[config.mk]
export PLATFORM = sky130hd
export DESIGN_NAME = sad_search_ctrl_flat
export DESIGN_NICKNAME = d
export VERILOG_FILES = /design/src/rtl/sad_search_if.sv /design/src/rtl/sad_search_ctrl.sv /design/src/flat_wrapper.sv
export SDC_FILE = /design/constraint.sdc
export NUM_CORES = 1
export LEC_CHECK = 0
export BUFFER_PORTS_ARGS = -buffer_cell sky130_fd_sc_hd__buf_2
export CELL_PAD_IN_SITES_DETAIL_PLACEMENT = 1
export CELL_PAD_IN_SITES_GLOBAL_PLACEMENT = 1
export CORE_ASPECT_RATIO = 1.4
export CORE_MARGIN = 2
export CORE_UTILIZATION = 48
export CTS_CLUSTER_SIZE = 10
export DETAILED_ROUTE_END_ITERATION = 8
export GPL_TIMING_DRIVEN = 0
export PLACE_DENSITY_LB_ADDON = 0.05
export SETUP_SLACK_MARGIN = 0.1
export SLEW_MARGIN = 30
export SYNTH_ARGS = -nofsm -noshare
export SYNTH_HDL_FRONTEND = slang
export SYNTH_SLANG_ARGS = --single-unit
export TNS_END_PERCENT = 1
[constraint.sdc]
create_clock -name clk -period 5.5 [get_ports clk]
set_input_delay 0.825 -clock clk [delete_from_list [all_inputs] [get_ports clk]]
set_output_delay 0.825 -clock clk [all_outputs]
set_load 0.05 [all_outputs]
[src/rtl/sad_search_if.sv]
// ---------------------------------------------------------------------------
// sad_search_if : controller <-> SAD datapath / host signal bundle.  Rev 1.0
// ---------------------------------------------------------------------------
`default_nettype none

interface sad_search_if #(
  parameter int WIDTH  = 8,
  parameter int INPUTS = 4,
  parameter int ROWS   = 4,
  parameter int NCAND  = 16
);
  localparam int SAD_W = WIDTH + $clog2(INPUTS);
  localparam int ACC_W = SAD_W + $clog2(ROWS) + 1;
  localparam int CW    = (NCAND > 1) ? $clog2(NCAND) : 1;
  localparam int RW    = (ROWS > 1) ? $clog2(ROWS) : 1;

  logic             start;
  logic             abort;
  logic             rd_en;
  logic [CW-1:0]    cand_idx;
  logic [RW-1:0]    row_idx;
  logic [SAD_W-1:0] sad_in;
  logic             busy;
  logic             done;
  logic [ACC_W-1:0] best_sad;
  logic [CW-1:0]    best_idx;
  logic             best_valid;

  modport master (
    input  start, abort, sad_in,
    output rd_en, cand_idx, row_idx, busy, done, best_sad, best_idx, best_valid
  );

  modport slave (
    output start, abort, sad_in,
    input  rd_en, cand_idx, row_idx, busy, done, best_sad, best_idx, best_valid
  );
endinterface

`default_nettype wire

[src/rtl/sad_search_ctrl.sv]
// ---------------------------------------------------------------------------
// sad_search_ctrl : walks candidates/rows, accumulates row SADs, keeps min.
// Rev 1.0
// ---------------------------------------------------------------------------
`default_nettype none

module sad_search_ctrl #(
  parameter int WIDTH  = 8,
  parameter int INPUTS = 4,
  parameter int ROWS   = 4,
  parameter int NCAND  = 16
) (
  input wire           clk,
  input wire           rst_n,
  sad_search_if.master bus
);
  localparam int SAD_W = WIDTH + $clog2(INPUTS);
  localparam int ACC_W = SAD_W + $clog2(ROWS) + 1;
  localparam int CW    = (NCAND > 1) ? $clog2(NCAND) : 1;
  localparam int RW    = (ROWS > 1) ? $clog2(ROWS) : 1;

  localparam logic [CW-1:0] c_CAND_LAST = CW'(NCAND - 1);
  localparam logic [RW-1:0] c_ROW_LAST  = RW'(ROWS - 1);

  typedef enum logic [1:0] {
    S_IDLE  = 2'd0,
    S_RUN   = 2'd1,
    S_DRAIN = 2'd2,
    S_DONE  = 2'd3
  } state_t;

  state_t           r_state;
  logic             r_rd_en;
  logic             r_busy;
  logic             r_done;
  logic             r_best_valid;
  logic             r_vld;
  logic [CW-1:0]    r_cand;
  logic [CW-1:0]    r_tag_cand;
  logic [CW-1:0]    r_best_idx;
  logic [RW-1:0]    r_row;
  logic [RW-1:0]    r_tag_row;
  logic [ACC_W-1:0] r_acc;
  logic [ACC_W-1:0] r_best_sad;

  logic [ACC_W-1:0] w_sad_ext;
  logic [ACC_W-1:0] w_total;
  logic             w_accept;
  logic             w_abort;
  logic             w_row_wrap;
  logic             w_last_issue;
  logic             w_tag_last;

  assign w_sad_ext    = {{(ACC_W-SAD_W){1'b0}}, bus.sad_in};
  assign w_total      = r_acc + w_sad_ext;
  assign w_accept     = (r_state == S_IDLE) && bus.start && !bus.abort;
  assign w_abort      = (r_state != S_IDLE) && bus.abort;
  assign w_row_wrap   = (r_row == c_ROW_LAST);
  assign w_last_issue = w_row_wrap && (r_cand == c_CAND_LAST);
  assign w_tag_last   = (r_tag_row == c_ROW_LAST);

  always_ff @(posedge clk or negedge rst_n) begin
    if (!rst_n) begin
      r_state      <= S_IDLE;
      r_rd_en      <= 1'b0;
      r_busy       <= 1'b0;
      r_done       <= 1'b0;
      r_best_valid <= 1'b0;
      r_vld        <= 1'b0;
      r_cand       <= '0;
      r_row        <= '0;
      r_tag_cand   <= '0;
      r_tag_row    <= '0;
    end else if (w_abort) begin
      r_state <= S_IDLE;
      r_rd_en <= 1'b0;
      r_busy  <= 1'b0;
      r_done  <= 1'b0;
      r_vld   <= 1'b0;
    end else begin
      // Tags travel with the read so the returning SAD knows its row/candidate.
      r_vld      <= r_rd_en;
      r_tag_cand <= r_cand;
      r_tag_row  <= r_row;
      case (r_state)
        S_IDLE: begin
          if (w_accept) begin
            r_state      <= S_RUN;
            r_rd_en      <= 1'b1;
            r_busy       <= 1'b1;
            r_cand       <= '0;
            r_row        <= '0;
            r_best_valid <= 1'b0;
          end
        end
        S_RUN: begin
          r_row <= w_row_wrap ? '0 : r_row + 1'b1;
          if (w_row_wrap) begin
            r_cand <= (r_cand == c_CAND_LAST) ? '0 : r_cand + 1'b1;
          end
          if (w_last_issue) begin
            r_state <= S_DRAIN;
            r_rd_en <= 1'b0;
          end
        end
        S_DRAIN: begin
          r_state      <= S_DONE;
          r_busy       <= 1'b0;
          r_done       <= 1'b1;
          r_best_valid <= 1'b1;
        end
        S_DONE: begin
          r_state <= S_IDLE;
          r_done  <= 1'b0;
        end
        default: r_state <= S_IDLE;
      endcase
    end
  end

  always_ff @(posedge clk or negedge rst_n) begin
    if (!rst_n) begin
      r_acc      <= '0;
      r_best_sad <= '0;
      r_best_idx <= '0;
    end else if (w_accept) begin
      r_acc      <= '0;
      r_best_sad <= '1;
      r_best_idx <= '0;
    end else if (w_abort) begin
      r_acc <= '0;
    end else if (r_vld) begin
      if (w_tag_last) begin
        r_acc <= '0;
        // Strict compare: on a tie the earlier (lower) candidate is kept.
        if (w_total < r_best_sad) begin
          r_best_sad <= w_total;
          r_best_idx <= r_tag_cand;
        end
      end else begin
        r_acc <= w_total;
      end
    end
  end

  assign bus.rd_en      = r_rd_en;
  assign bus.cand_idx   = r_cand;
  assign bus.row_idx    = r_row;
  assign bus.busy       = r_busy;
  assign bus.done       = r_done;
  assign bus.best_sad   = r_best_sad;
  assign bus.best_idx   = r_best_idx;
  assign bus.best_valid = r_best_valid;
endmodule

`default_nettype wire
[src/flat_wrapper.sv]
// flat-port wrapper written by rule: the top's interface ports become plain ports
module sad_search_ctrl_flat 
#(
  parameter int WIDTH  = 8,
  parameter int INPUTS = 4,
  parameter int ROWS   = 4,
  parameter int NCAND  = 16
)
  (clk, rst_n, bus_start, bus_abort, bus_sad_in, bus_rd_en, bus_cand_idx, bus_row_idx, bus_busy, bus_done, bus_best_sad, bus_best_idx, bus_best_valid);
  sad_search_if #(.WIDTH(WIDTH), .INPUTS(INPUTS), .ROWS(ROWS), .NCAND(NCAND)) bus_i ();
  input wire clk;
  input wire rst_n;
  input wire logic [$bits(bus_i.start)-1:0] bus_start;
  input wire logic [$bits(bus_i.abort)-1:0] bus_abort;
  input wire logic [$bits(bus_i.sad_in)-1:0] bus_sad_in;
  output wire logic [$bits(bus_i.rd_en)-1:0] bus_rd_en;
  output wire logic [$bits(bus_i.cand_idx)-1:0] bus_cand_idx;
  output wire logic [$bits(bus_i.row_idx)-1:0] bus_row_idx;
  output wire logic [$bits(bus_i.busy)-1:0] bus_busy;
  output wire logic [$bits(bus_i.done)-1:0] bus_done;
  output wire logic [$bits(bus_i.best_sad)-1:0] bus_best_sad;
  output wire logic [$bits(bus_i.best_idx)-1:0] bus_best_idx;
  output wire logic [$bits(bus_i.best_valid)-1:0] bus_best_valid;
  assign bus_i.start = bus_start;
  assign bus_i.abort = bus_abort;
  assign bus_i.sad_in = bus_sad_in;
  assign bus_rd_en = bus_i.rd_en;
  assign bus_cand_idx = bus_i.cand_idx;
  assign bus_row_idx = bus_i.row_idx;
  assign bus_busy = bus_i.busy;
  assign bus_done = bus_i.done;
  assign bus_best_sad = bus_i.best_sad;
  assign bus_best_idx = bus_i.best_idx;
  assign bus_best_valid = bus_i.best_valid;
  sad_search_ctrl #(.WIDTH(WIDTH), .INPUTS(INPUTS), .ROWS(ROWS), .NCAND(NCAND)) u_core (.clk(clk), .rst_n(rst_n), .bus(bus_i));
endmodule
After elaboration in Yosys (flattened, before gate mapping):

Index checks and enable logic that the tools add are counted.

* flip-flop bits (word level): 49
* output and inout port bits: 27
* word-level logic and storage cells: 88

* $add $sub $neg: 3
* $lt $le $gt $ge: 1
* eq/ne operators: 11
* multiplexer cells: 36
* bitwise operators: 1
* reduce and logical (&&, ||, !) cells: 23

Operators with widths (number)
* $mux 13: 9
* $mux 4: 8
* $add 13x10->13: 1
* $lt 13x13->1: 1
* $reduce_bool 2->1: 6
* $reduce_bool 3->1: 4
* $mux 2: 5
* $reduce_and 3->1: 3
* $eq 2x2->1 const B: 4
* $pmux 1 s2: 4
* $pmux 2 s4: 1
* $pmux 4 s2: 1
* $reduce_and 4->1: 2
* $mux 1: 7
* $ne 2x1->1 const B: 3
* $ne 3x1->1 const B: 2
* $add 4x1->4 const B: 1
* $eq 4x4->1 const B: 1
* $logic_and 1x1->1: 4
* $pmux 2 s2: 1
* $reduce_and 2->1: 2
* $add 2x1->2 const B: 1
* $eq 2x1->1 const B: 1
* $logic_not 2->1: 1
* 2 further kinds: 2

Depth between registers and ports, before layout:

* depth in word-level cells: 7
* mapped depth: 15
* gate-level depth less buffers: 14

Worst setup path before layout:

OpenSTA, ideal clock, no wires.

* path type: input to register
* from: input bus_sad_in[0]
* to: register u_core.r_best_sad[12] (netlist: u_core.bus.best_sad[12])
* library setup time: 0.120 ns
* arrival time: 3.836 ns
* data required time: 5.380 ns
* path slack: 1.545 ns
* stages: 15
* path buffers: 1
* path through: ha_1 > fa_1 > a21o_1 > a221oi_2 > o21ai_2 > o22ai_4 > xnor2_1 > ha_1 > a211oi_1 > o21ai_0 > nor3_1 > a21o_1 > nand2_1 > buf_4 > o22a_2

* cells in the longest elaborated chain, start to end: 6
* elaborated cells on any way between the ends: 9

RTL lines
* from (decl): line flat_wrapper.sv:15 `input wire logic [$bits(bus_i.sad_in)-1:0] bus_sad_in;`
* $add 13x10->13 *: line sad_search_ctrl.sv:55 `assign w_total = r_acc + w_sad_ext;`
* parallel branches: the longest is 5 deep, another holds $lt 13x13->1
* to (signal assigned): line sad_search_ctrl.sv:137 `r_best_sad <= w_total;`
* to (decl): line sad_search_ctrl.sv:44 `logic [ACC_W-1:0] r_best_sad;`

Every way passes the cells marked *. The select of a mux whose other input is x is not followed.
A chain may end at the register's enable or synchronous reset.

Worst setup path after layout:

Same ends and word-level chain as after synthesis.

==> out/metrics.yaml <==
status: "complete, no violations"
rsz0062_at_grt: "false"
irDropWorstVdd_mv: 0.2475
grt_max_degree: 50
numCtsBuffers: 5
dieArea_um2: 6631
die_h_um: 95.56
clk_latency_ns: 0.30
relSlewSlack_pct: 58.70
antenna_cells: 0
grt_pass1_vias: 2442
required_ns: 5.70
fill_cells: 687
leakage_uw: 0.001662
path_max_fanout: 10
place_ws_ns: 0.9023
crit_slowest_cell: "fa_1"
powerDensity_nw_per_um2: 593.2
drive_gt1_share_pct: 19.16
ys_types: 48
nNetsFinal: 377
cp_data_arrival_time_ns: 4.44
postCtsSetupBuffers: 0
cts_sinks: 49
synth_seq_cells: 49
grt_pass1_wl_mm: 11.39
drc: 0
synth_edf_count: 0
async_flop_share_pct: 100.0
cts.clk_slew.worst_paths_ns: 0.09
slew_viol_final: 0
path_class: "input pin to flop"
period_share_pct: 77.13
critPathLaunch: "bus_sad_in[0]"
reg2reg_from: "u_core.r_acc[0]$_DFFE_PN0P_"
drtIter0Drc: 36
start_kind: "input pin"
multi_input_area_um2: 1511
routedWlPerCell_um: 16.75
r2r_cells: 15
syn-cell-area_um2: 2874
avgSynthCellArea_um2: 10.05
totalWireLength_mm: 6.769
rows: 33
crit_chain: "buf_2, ha_1, fa_1, a21o_1, a221oi_2, o21ai_2, o22ai_4, xnor2_1, ha_1, a211oi_1, o21ai_0, nor3_1, a21o_1, nand2_1, buf_4, o22a_2"
hold_class: "flop to flop"
r2r-end: "u_core.bus.best_sad[12]$_DFFE_PN0P_"
grt_antenna_before_repair: 0
grt_usage_pct: 21.72
synth_cells: 286
timing.final.ws_setup_ns: 1.258
chipWidth_um: 69.40
end_kind: "flop"
place.gp.congestion: 0.7894
worstHoldStart: "u_core.bus.busy$_DFFE_PN0P_"
skew_ns: 0.004859
area_delta_synth_final_pct: 14.11
max-clock-path-buffers: 2
worstMarginPinSlew_ns: 0.6195
gr-total-overflow: 0
htree_levels: 2
maxCapViolations: 0
holdPathEnd: "u_core.bus.busy$_DFFE_PN0P_"
regArea_um2: 1226
vias: 2326
root_buffer: "clkbuf_8"
hold_viol: 0
tns_ns: 0
final.min_clock_period_ns: 4.242
setup_violations: 0
synth-main-ff-cell: "dfrtp_1"
io_buffer_count: 40
postCtsHoldBufs: 0
num_io_pins: 41
ys_warn_count: 0
core_um2: 5822
initial_utilization_pct: 49.37
rrSetupSlack_ns: 1.49
hpwlAfterDp_mm: 5.366
fmax_ghz: 0.2357
vias_per_cell: 5.757
cts_resized: 0
antenna_left: 0
max_stage_delay_ns: 0.41
min_path_cells: 1
drt-pass1-iter-count: 4
ys_seq_area_share_pct: 42.66
p_total_uw: 1945
cts_tree: "yes"
syn_nets: 330
## through the flow
stage / cell area (um^2) / cells / hold slack, ns / utilization (%)
after floorplan: 2874 / 286 / 0.4538 / -
after global placement: 3162 / 396 / 0.4747 / 54.31
after detailed placement: 3164 / 396 / 0.4934 / 54.35
after CTS: 3279 / 404 / 0.5154 / 56.33
after global routing: 3279 / 404 / 0.5302 / 56.33
final: 3279 / 404 / 0.5096 / 56.33
## power by group
group          switching (uW)  total [uW]  internal, uW
clock                     128         264           136
combinational             718        1100           379
sequential                101         584           483
## flip-flops by register name (all words and copies together) (netlist names)
signal and count:
u_core.bus.best_idx 4, u_core.bus.best_sad 13, u_core.bus.best_valid 1, u_core.bus.busy 1, u_core.bus.cand_idx 4, u_core.bus.done 1
u_core.bus.rd_en 1, u_core.bus.row_idx 2, u_core.r_acc 13, u_core.r_state 2, u_core.r_tag_cand 4, u_core.r_tag_row 2
u_core.r_vld 1
## how the worst max path moves through the flow
stage	to	slack, ns	cells after the start
finish	u_core.bus.best_sad[12]$_DFFE_PN0P_	1.26	16
global route	u_core.bus.best_sad[12]$_DFFE_PN0P_	0.93	16
CTS	u_core.bus.best_sad[12]$_DFFE_PN0P_	1.23	16
detailed placement	u_core.bus.best_sad[12]$_DFFE_PN0P_	0.90	16
global placement	u_core.bus.best_sad[12]$_DFFE_PN0P_	0.95	16
floorplan	u_core.bus.best_sad[12]$_DFFE_PN0P_	1.54	15
## synth_stat cells, drive strengths merged (2+ instances only)
master	instances	share of area, %
buf	5	0.96
o22a	13	4.0
nor3	4	0.70
a31oi	3	0.65
nand3	8	1.6
a211oi	2	0.52
clkbuf	2	0.26
dfrtp	49	43
inv	27	3.5
o21ai	20	3.6
a21o	7	1.8
o22ai	6	1.8
xor2	3	0.91
nand2	21	2.7
xnor2	8	2.7
nand4	2	0.44
and2	4	0.87
o211ai	2	0.52
mux2	4	1.6
a21oi	16	2.8
and3	3	0.70
a22o	13	4.0
ha	29	13
nor2	17	2.2
nand2b	3	0.65
## layer usage
| layer | vias up | track usage (%) | share of wire, % |
|---|---|---|---|
| met5 | - | 0 | 0 |
| met4 | 0 | 6.536 | 1.0 |
| met3 | 5 | 2.854 | 2.1 |
| met2 | 32 | 41.91 | 57 |
| met1 | 1159 | 24.88 | 40 |
| li1 | 1130 | - | - |
## layout make-up
cell class / instances / share of cell area (%)
timing repair buffer: 40 / 6.181
clock inverter: 3 / 1.412
inverter: 27 / 3.090
tap: 70 / 2.671
sequential: 49 / 37.39
clock buffer: 5 / 2.098
buffer: 7 / 1.068
multi-input combinational: 203 / 46.09
## critical path: cells and delay by family
kind,cells,cell delay (ns)
XOR/XNOR,1,0.17
adder cells (fa/ha/maj),3,0.90
AND/OR/NAND/NOR,2,0.45
AO/OA/AOI/OAI,8,1.75
buffers and inverters,2,0.35
## kinds of logic after synthesis
| kind of cell | count (synthesis) | synth area share [%] |
|---|---|---|
| AO/OA/AOI/OAI | 92 | 23.07 |
| multiplexers | 4 | 1.567 |
| adder cells (fa/ha/maj) | 30 | 13.32 |
| flip-flops | 49 | 42.66 |
| XOR/XNOR | 11 | 3.614 |
| AND/OR/NAND/NOR | 66 | 11.01 |
| buffers and inverters | 34 | 4.746 |
## placed cells by master (no fill, tap or decap), drive strengths merged, types with 3 or more instances in the layout
cell type  instances
dfrtp             49
buf               45
ha                29
inv               27
nand2             21
o21ai             20
nor2              17
a21oi             16
a22o              13
o22a              13
xnor2              8
nand3              8
a21o               7
clkbuf             7
o22ai              6
and2               4
nor3               4
mux2               4
xor2               3
a31oi              3
nand2b             3
and3               3
Power figures use the tool's default switching activity.
